## src/rtl/key_debounce.sv

```systemverilog
// Per-key synchronizer and stability-counter debouncer for the key PIO.
// Emits clean levels plus one-cycle press/release pulses.
module key_debounce #(
   parameter int NKEYS           = 8,
   parameter int DEBOUNCE_CYCLES = 500000,
   parameter bit ACTIVE_LOW      = 1'b1
) (
   input  logic             clk_clk,
   input  logic             reset_reset,
   input  logic [NKEYS-1:0] key_raw,
   output logic [NKEYS-1:0] key_level,
   output logic [NKEYS-1:0] key_press,
   output logic [NKEYS-1:0] key_release
);

   localparam int CW = $clog2(DEBOUNCE_CYCLES);
   localparam logic [CW-1:0] LAST = CW'(DEBOUNCE_CYCLES - 1);
   localparam logic [CW-1:0] ONE  = CW'(1);

   typedef enum logic {
      STABLE   = 1'b0,
      COUNTING = 1'b1
   } state_t;

   logic [NKEYS-1:0] sync1;
   logic [NKEYS-1:0] sync2;

   state_t [NKEYS-1:0]        state;
   state_t [NKEYS-1:0]        state_nxt;
   logic   [NKEYS-1:0][CW-1:0] cnt;
   logic   [NKEYS-1:0][CW-1:0] cnt_nxt;
   logic   [NKEYS-1:0]        level_nxt;
   logic   [NKEYS-1:0]        press_nxt;
   logic   [NKEYS-1:0]        release_nxt;

   always_ff @(posedge clk_clk) begin
      if (reset_reset) begin
         sync1       <= '0;
         sync2       <= '0;
         state       <= {NKEYS{STABLE}};
         cnt         <= '0;
         key_level   <= '0;
         key_press   <= '0;
         key_release <= '0;
      end else begin
         sync1       <= key_raw ^ {NKEYS{ACTIVE_LOW}};
         sync2       <= sync1;
         state       <= state_nxt;
         cnt         <= cnt_nxt;
         key_level   <= level_nxt;
         key_press   <= press_nxt;
         key_release <= release_nxt;
      end
   end

   always_comb begin
      state_nxt   = state;
      cnt_nxt     = cnt;
      level_nxt   = key_level;
      press_nxt   = '0;
      release_nxt = '0;
      for (int i = 0; i < NKEYS; i++) begin
         unique case (state[i])
            STABLE: begin
               if (sync2[i] != key_level[i]) begin
                  state_nxt[i] = COUNTING;
                  cnt_nxt[i]   = ONE;
               end
            end
            COUNTING: begin
               if (sync2[i] == key_level[i]) begin
                  // bounce: drop the pending change silently
                  state_nxt[i] = STABLE;
                  cnt_nxt[i]   = '0;
               end else if (cnt[i] == LAST) begin
                  state_nxt[i]   = STABLE;
                  cnt_nxt[i]     = '0;
                  level_nxt[i]   = sync2[i];
                  press_nxt[i]   = sync2[i];
                  release_nxt[i] = ~sync2[i];
               end else begin
                  cnt_nxt[i] = cnt[i] + ONE;
               end
            end
            default: begin
               state_nxt[i] = STABLE;
               cnt_nxt[i]   = '0;
            end
         endcase
      end
   end

endmodule

```

## config.mk

```make
export PLATFORM = sky130hd
export DESIGN_NAME = key_debounce
export DESIGN_NICKNAME = d
export VERILOG_FILES = /design/src/rtl/key_debounce.sv
export SDC_FILE = /design/constraint.sdc
export NUM_CORES = 1
export LEC_CHECK = 0
export ABC_AREA = 1
export BUFFER_PORTS_ARGS = -buffer_cell sky130_fd_sc_hd__clkbuf_2
export CAP_MARGIN = 20
export CORE_MARGIN = 2
export CORE_UTILIZATION = 53
export CTS_CLUSTER_SIZE = 28
export DETAILED_ROUTE_END_ITERATION = 7
export PLACE_DENSITY = 0.79
export SLEW_MARGIN = 20
export SYNTH_ARGS = -nofsm -noshare
export SYNTH_HDL_FRONTEND = slang
export SYNTH_SLANG_ARGS = --single-unit
```

## constraint.sdc

```tcl
create_clock -name clk_clk -period 1.8 [get_ports clk_clk]
set_input_delay 0.54 -clock clk_clk [delete_from_list [all_inputs] [get_ports clk_clk]]
set_output_delay 0.54 -clock clk_clk [all_outputs]
set_load 0.02 [all_outputs]
```

# ---- After elaboration in Yosys (flattened, before gate mapping)
# Index checks and enable logic that the tools add are counted.
dict set report totals {
  register_bits 200
  latchBits 0
  ramBits 0
  romBits 0
  input_bits 10
  output_inout_bits 24
  n_memories 0
}
dict set report op_classes {
  addsub 8
  n_mul 0
  div 0
  magnitude_cmp 0
  n_eq_ne 32
  shifts 0
  n_mux 64
  bitwise 33
  n_reduce_logical 16
}
# cell count
set op_table {}
lappend op_table {{19-bit 2-to-1 mux} 24}
lappend op_table {{19-bit one-hot mux with 2 select lines} 8}
lappend op_table {{19-bit by 1-bit adder with 19-bit output (second input constant)} 8}
lappend op_table {{19-bit equality test (second input constant)} 8}
lappend op_table {{1-bit inverter} 32}
lappend op_table {{4-bit OR reduction} 8}
lappend op_table {{1-bit 2-to-1 mux} 24}
lappend op_table {{3-bit AND reduction} 8}
lappend op_table {{2-bit inequality test (second input constant)} 8}
lappend op_table {{1-bit one-hot mux with 2 select lines} 8}
lappend op_table {{1-bit equality test} 8}
lappend op_table {{1-bit inequality test} 8}
lappend op_table {{8-bit inverter} 1}

# ---- Logic depth before layout (Yosys ltp)
dict set report logic_depth {
  word_depth 4
  mapped_depth 10
  mapped_depth_nobuf 10
}

# ---- Least setup slack after synthesis
# Ideal clock, no wire load.
dict set report synth_timing {
  path_type {reg2reg}
  startpoint {register cnt[114] (netlist name)}
  endpoint {register cnt[132] (netlist name)}
  t_arrival_ps 1386
  t_required_ps 1668
  slack_ps 281
  path_stages_with_launch 10
  n_path_buf 1
  period_less_slack_ps 1519
  cell_sequence {dfxtp_1 -> ha_1 -> nand2_1 -> nor2_1 -> nand3_1 -> nor2_1 -> nor2_4 -> buf_4 -> nand3_1 -> a21oi_1}
}
dict set report synth_between {
  elab_chain_len 4
  elab_cells_between_ends 5
  cone_classes {add/sub (1); eq/ne (1); mux (3)}
}
# element line
set synth_lines {}
lappend synth_lines {{start, declared} 30} ;# logic [NKEYS-1:0][CW-1:0] cnt;
lappend synth_lines {{start signal, assigned} 49} ;# cnt <= cnt_nxt;
lappend synth_lines {{19-bit by 1-bit adder with 19-bit output / 19-bit equality test (equally long branches)} {82, 75}}
lappend synth_lines {{19-bit 2-to-1 mux (*)} 75} ;# end else if (cnt[i] == LAST) begin
lappend synth_lines {{19-bit 2-to-1 mux (*)} 71} ;# if (sync2[i] == key_level[i]) begin
lappend synth_lines {{19-bit one-hot mux with 2 select lines (*)} 63} ;# unique case (state[i])
# Mark *: on every way between the ends. The rest lies on a longest branch, timed or not.
# A chain may end at the register's enable or synchronous reset.

# ---- Final worst setup path
dict set report layout_timing {
  startpoint {register cnt[133] (netlist name)}
  endpoint {register cnt[137] (netlist name)}
}
# Same word-level chain as after synthesis.

==> impl_metrics.env <==
export IMPL_worst_setup_hold_path_clk_slew_ns=0.07
export IMPL_die_height_um=146
export IMPL_routed_via_density=5.16
export IMPL_ys_types=34
export IMPL_net_switching_power_mw=1.87
export IMPL_syn_area_mm2=0.0107
export IMPL_fillers=1833
export IMPL_numClockSinks=200
export IMPL_power_mw=8.48
export IMPL_path_class="register to register"
export IMPL_crit_end_category="register"
export IMPL_cts_root_buffer="clkbuf_16"
export IMPL_route_detailed_drc=0
export IMPL_final_min_period_over_clock_period_pct=95.7
export IMPL_cts_htree_levels=4
export IMPL_grt_antenna_before_repair=0
export IMPL_count_of_buffering_cells_on_the_critical_path_with_inverters_included=1
export IMPL_worst_path_max_delay_cell="dfxtp_1"
export IMPL_hold_path_class="input pin to register"
export IMPL_cts_root_to_sink_buffers=2
export IMPL_grt_ovfl_total=0
export IMPL_rr_startpoint="cnt[133]$_SDFFE_PP0P_"
export IMPL_post_route_cells_drive_above_1_share_pct=9.57
export IMPL_finalWirelength_um=23100
export IMPL_postSynthCellCount=1674
export IMPL_reg2reg_depth=9
export IMPL_crit_path_frequent_cell="nor2_4"
export IMPL_ys_seq_elements=200
export IMPL_timing_critical_path_arrival_ns=2.05
export IMPL_tns_ns=0
export IMPL_clock_skew_final_ns=0.0131
export IMPL_syn_num_nets=1692
export IMPL_worst_slew_margin_rel_pct=67.1
export IMPL_routed_wire_length_per_instance_um=11.6
export IMPL_mostFrequentLayoutCell="nand2_1"
export IMPL_standard_cell_core_area_mm2=0.0200
export IMPL_vias_in_the_first_global_route=9268
export IMPL_drt_iter0_markers=731
export IMPL_hold_buffers=0
export IMPL_dpl_hpwl_um=16100
export IMPL_crit_start="cnt[133]$_SDFFE_PP0P_"
export IMPL_power_density_cell_area_mw_per_mm2=713
export IMPL_fmax_mhz=580
export IMPL_synthToLayoutAreaGrowth_pct=11.0
export IMPL_io_buffer_count=33
export IMPL_detailedRoute_firstPassIterationCount=5
export IMPL_fp_row_count=52
export IMPL_synth_seq_area_share_pct=37.4
export IMPL_final_cell_mix="nand2_1, dfxtp_1, inv_1"
export IMPL_number_of_setup_violations_in_the_final_report=0
export IMPL_final_min_clock_period_ns=1.72
export IMPL_power_share_combinational_pct=3.2
export IMPL_cp_cell_sequence="ha_2 > nand2_1 > nor2_4 > nand3_1 > nor2_2 > nor2_4 > buf_12 > o21ai_0 > a21oi_1"
export IMPL_timing_critical_path_required_ns=2.12
export IMPL_worst_setup_path_endpoint="cnt[137]$_SDFFE_PP0P_"
export IMPL_reg2reg_setup_slack_ns=0.08
export IMPL_internal_power_mw=6.61
export IMPL_ant_nets=0
export IMPL_nNetsFinal=1732
export IMPL_fp_dieArea_mm2=0.0214
export IMPL_seqPwrFrac_pct=52.8
export IMPL_io_pins=34
export IMPL_power_switching_share_pct=22.1
export IMPL_clock_insertion_delay_worst_skew_ns=0.44
export IMPL_initial_core_util_pct=53.5
export IMPL_grt_start_max_net_pins=73
export IMPL_antenna_cells_inserted=0
export IMPL_numCtsBuffers=17
export IMPL_syn_avg_cell_area_um2=6.40
export IMPL_critPathMaxFanout=17
export IMPL_multi_input_area_mm2=0.00585
export IMPL_vias=10300
export IMPL_setup_crit_start_kind="register"
export IMPL_crit_family="simple AND/OR/NAND/NOR gates"
export IMPL_worst_ir_drop_vdd_v=0.000588
export IMPL_stages_on_the_worst_setup_path=9
export IMPL_unrepaired_setup_endpoints_after_global_routing="yes"
export IMPL_power_share_clock_pct=44.0
export IMPL_global_route_usage_total_pct=21.7
export IMPL_grt_first_pass_wirelength_um=39900
export IMPL_register_area_mm2=0.00400
export IMPL_worst_r2r_endpoint="cnt[137]$_SDFFE_PP0P_"
export IMPL_tritoncts="yes"
export IMPL_status="complete, no violations"
export IMPL_max_slew_worst_pin_slew_ns=0.489
export IMPL_drv_slew=0
export IMPL_critical_path_max_stage_delay_ns=0.38
export IMPL_max_cap_viol_count=0
export IMPL_die_w_um=146
export IMPL_routabilityCongestion=0.893
export IMPL_p_leak_nw=4.20
export IMPL_synth_yosys_warnings=0
export IMPL_timing_final_hold_violations=0
worst min-delay path by stage:
stage / cells after the start / endpoint / startpoint / slack, ns
2_1_floorplan: 2 / sync2[0]$_SDFF_PP0_ / sync1[0]$_SDFF_PP0_ / 0.39
3_3_place_gp: 2 / sync2[5]$_SDFF_PP0_ / sync1[5]$_SDFF_PP0_ / 0.39
3_5_place_dp: 2 / sync2[5]$_SDFF_PP0_ / sync1[5]$_SDFF_PP0_ / 0.40
4_1_cts: 2 / sync1[7]$_SDFF_PP0_ / key_raw[7] / 0.24
5_1_grt: 2 / sync1[7]$_SDFF_PP0_ / key_raw[7] / 0.24
6_report: 2 / sync1[7]$_SDFF_PP0_ / key_raw[7] / 0.25
area by class of cell:
class | instances | area share (%)
clock buffer | 19 | 3.72
clock inverter | 11 | 1.04
inverter | 184 | 5.81
multi-input combinational | 1251 | 49.2
sequential | 200 | 33.7
tap | 270 | 2.84
timing repair buffer | 60 | 3.75
synth_stat cells:
cell type / number / area, µm²
buf_4: 2 / 15.0
o2111ai_1: 1 / 8.76
nor4_1: 2 / 12.5
nand3_2: 5 / 50.1
xor2_1: 23 / 201
nor2_4: 13 / 146
ha_1: 8 / 100
nand2_1: 566 / 2120
a21oi_2: 6 / 52.6
o21bai_1: 6 / 45.0
a21o_1: 3 / 22.5
nor3_1: 35 / 175
xnor2_1: 11 / 96.3
a31oi_1: 1 / 6.26
buf_1: 2 / 7.51
nand3b_1: 2 / 15.0
nand4_1: 33 / 206
dfxtp_1: 200 / 4000
clkbuf_1: 17 / 63.8
xor2_2: 1 / 16.3
nand3_1: 113 / 566
buf_2: 13 / 65.1
inv_2: 2 / 7.51
nor2_2: 18 / 113
or2_0: 1 / 6.26
o21ai_0: 58 / 290
nor3_2: 4 / 40.0
or2_2: 12 / 75.1
nand2_4: 1 / 11.3
inv_1: 182 / 683
buf_6: 6 / 67.6
nor2_1: 173 / 649
a21oi_1: 152 / 761
nand2_2: 2 / 12.5
routing by layer:
layer / vias to the layer above / global-route usage [%] / routed length, µm
li1: 5425 / - / -
met1: 4642 / 27.5 / 10800
met2: 190 / 37.2 / 10900
met3: 36 / 4.09 / 957
met4: 0 / 7.14 / 422
met5: - / 0 / 0
worst reg2reg max path: cells and delay by family, from the launching register on:
family	cells	cell delay [ns]
simple gates	5	0.70
flops	1	0.38
fa+ha+maj	1	0.24
compound gates	2	0.17
buf+inv	1	0.15
metrics by stage:
stage                     hold slack [ns]  setup WS, ns  instances  instance area (µm²)  util, %
after global placement              0.390         0.160       1957                11200     55.9
after detailed placement            0.404        0.0920       1957                11200     55.9
after global routing                0.244       -0.0265       1995                11900     59.4
after CTS                           0.237        0.0670       1987                11800     58.7
final                               0.250        0.0767       1995                11900     59.4
after floorplan                     0.388         0.281       1674                10700        -
flip-flops by register name, indices dropped and copies added, names as in the netlist:
signal       cells
key_level        8
state            8
cnt            152
key_release      8
key_press        8
sync1            8
sync2            8
what timing repair did:
| item | CTS | global route |
|---|---|---|
| buffers inserted | 0 | 7 |
| setup endpoints to repair | 0 | 55 |
| resized for setup | 0 | 12 |
power groups by stage:
stage | logic, mW | clock network, mW | registers (mW)
detailed placement | 0.270 | 0 | 4.58
global placement | 0.267 | 0 | 4.58
finish | 0.273 | 3.73 | 4.48
floorplan | 0.177 | 0 | 4.57
CTS | 0.271 | 3.81 | 4.48
global route | 0.305 | 4.01 | 4.48
cells by family (layout without fill, tap and decap cells):
kind of cell,after synthesis,in the layout,share of synthesized area (%)
compound gates,227,227,11.1
xor+xnor,35,35,2.93
simple gates,980,981,39.2
flops,200,200,37.4
fa+ha+maj,8,8,0.934
buf+inv,224,274,8.49
No activity file was read; power rests on OpenSTA's default activity.
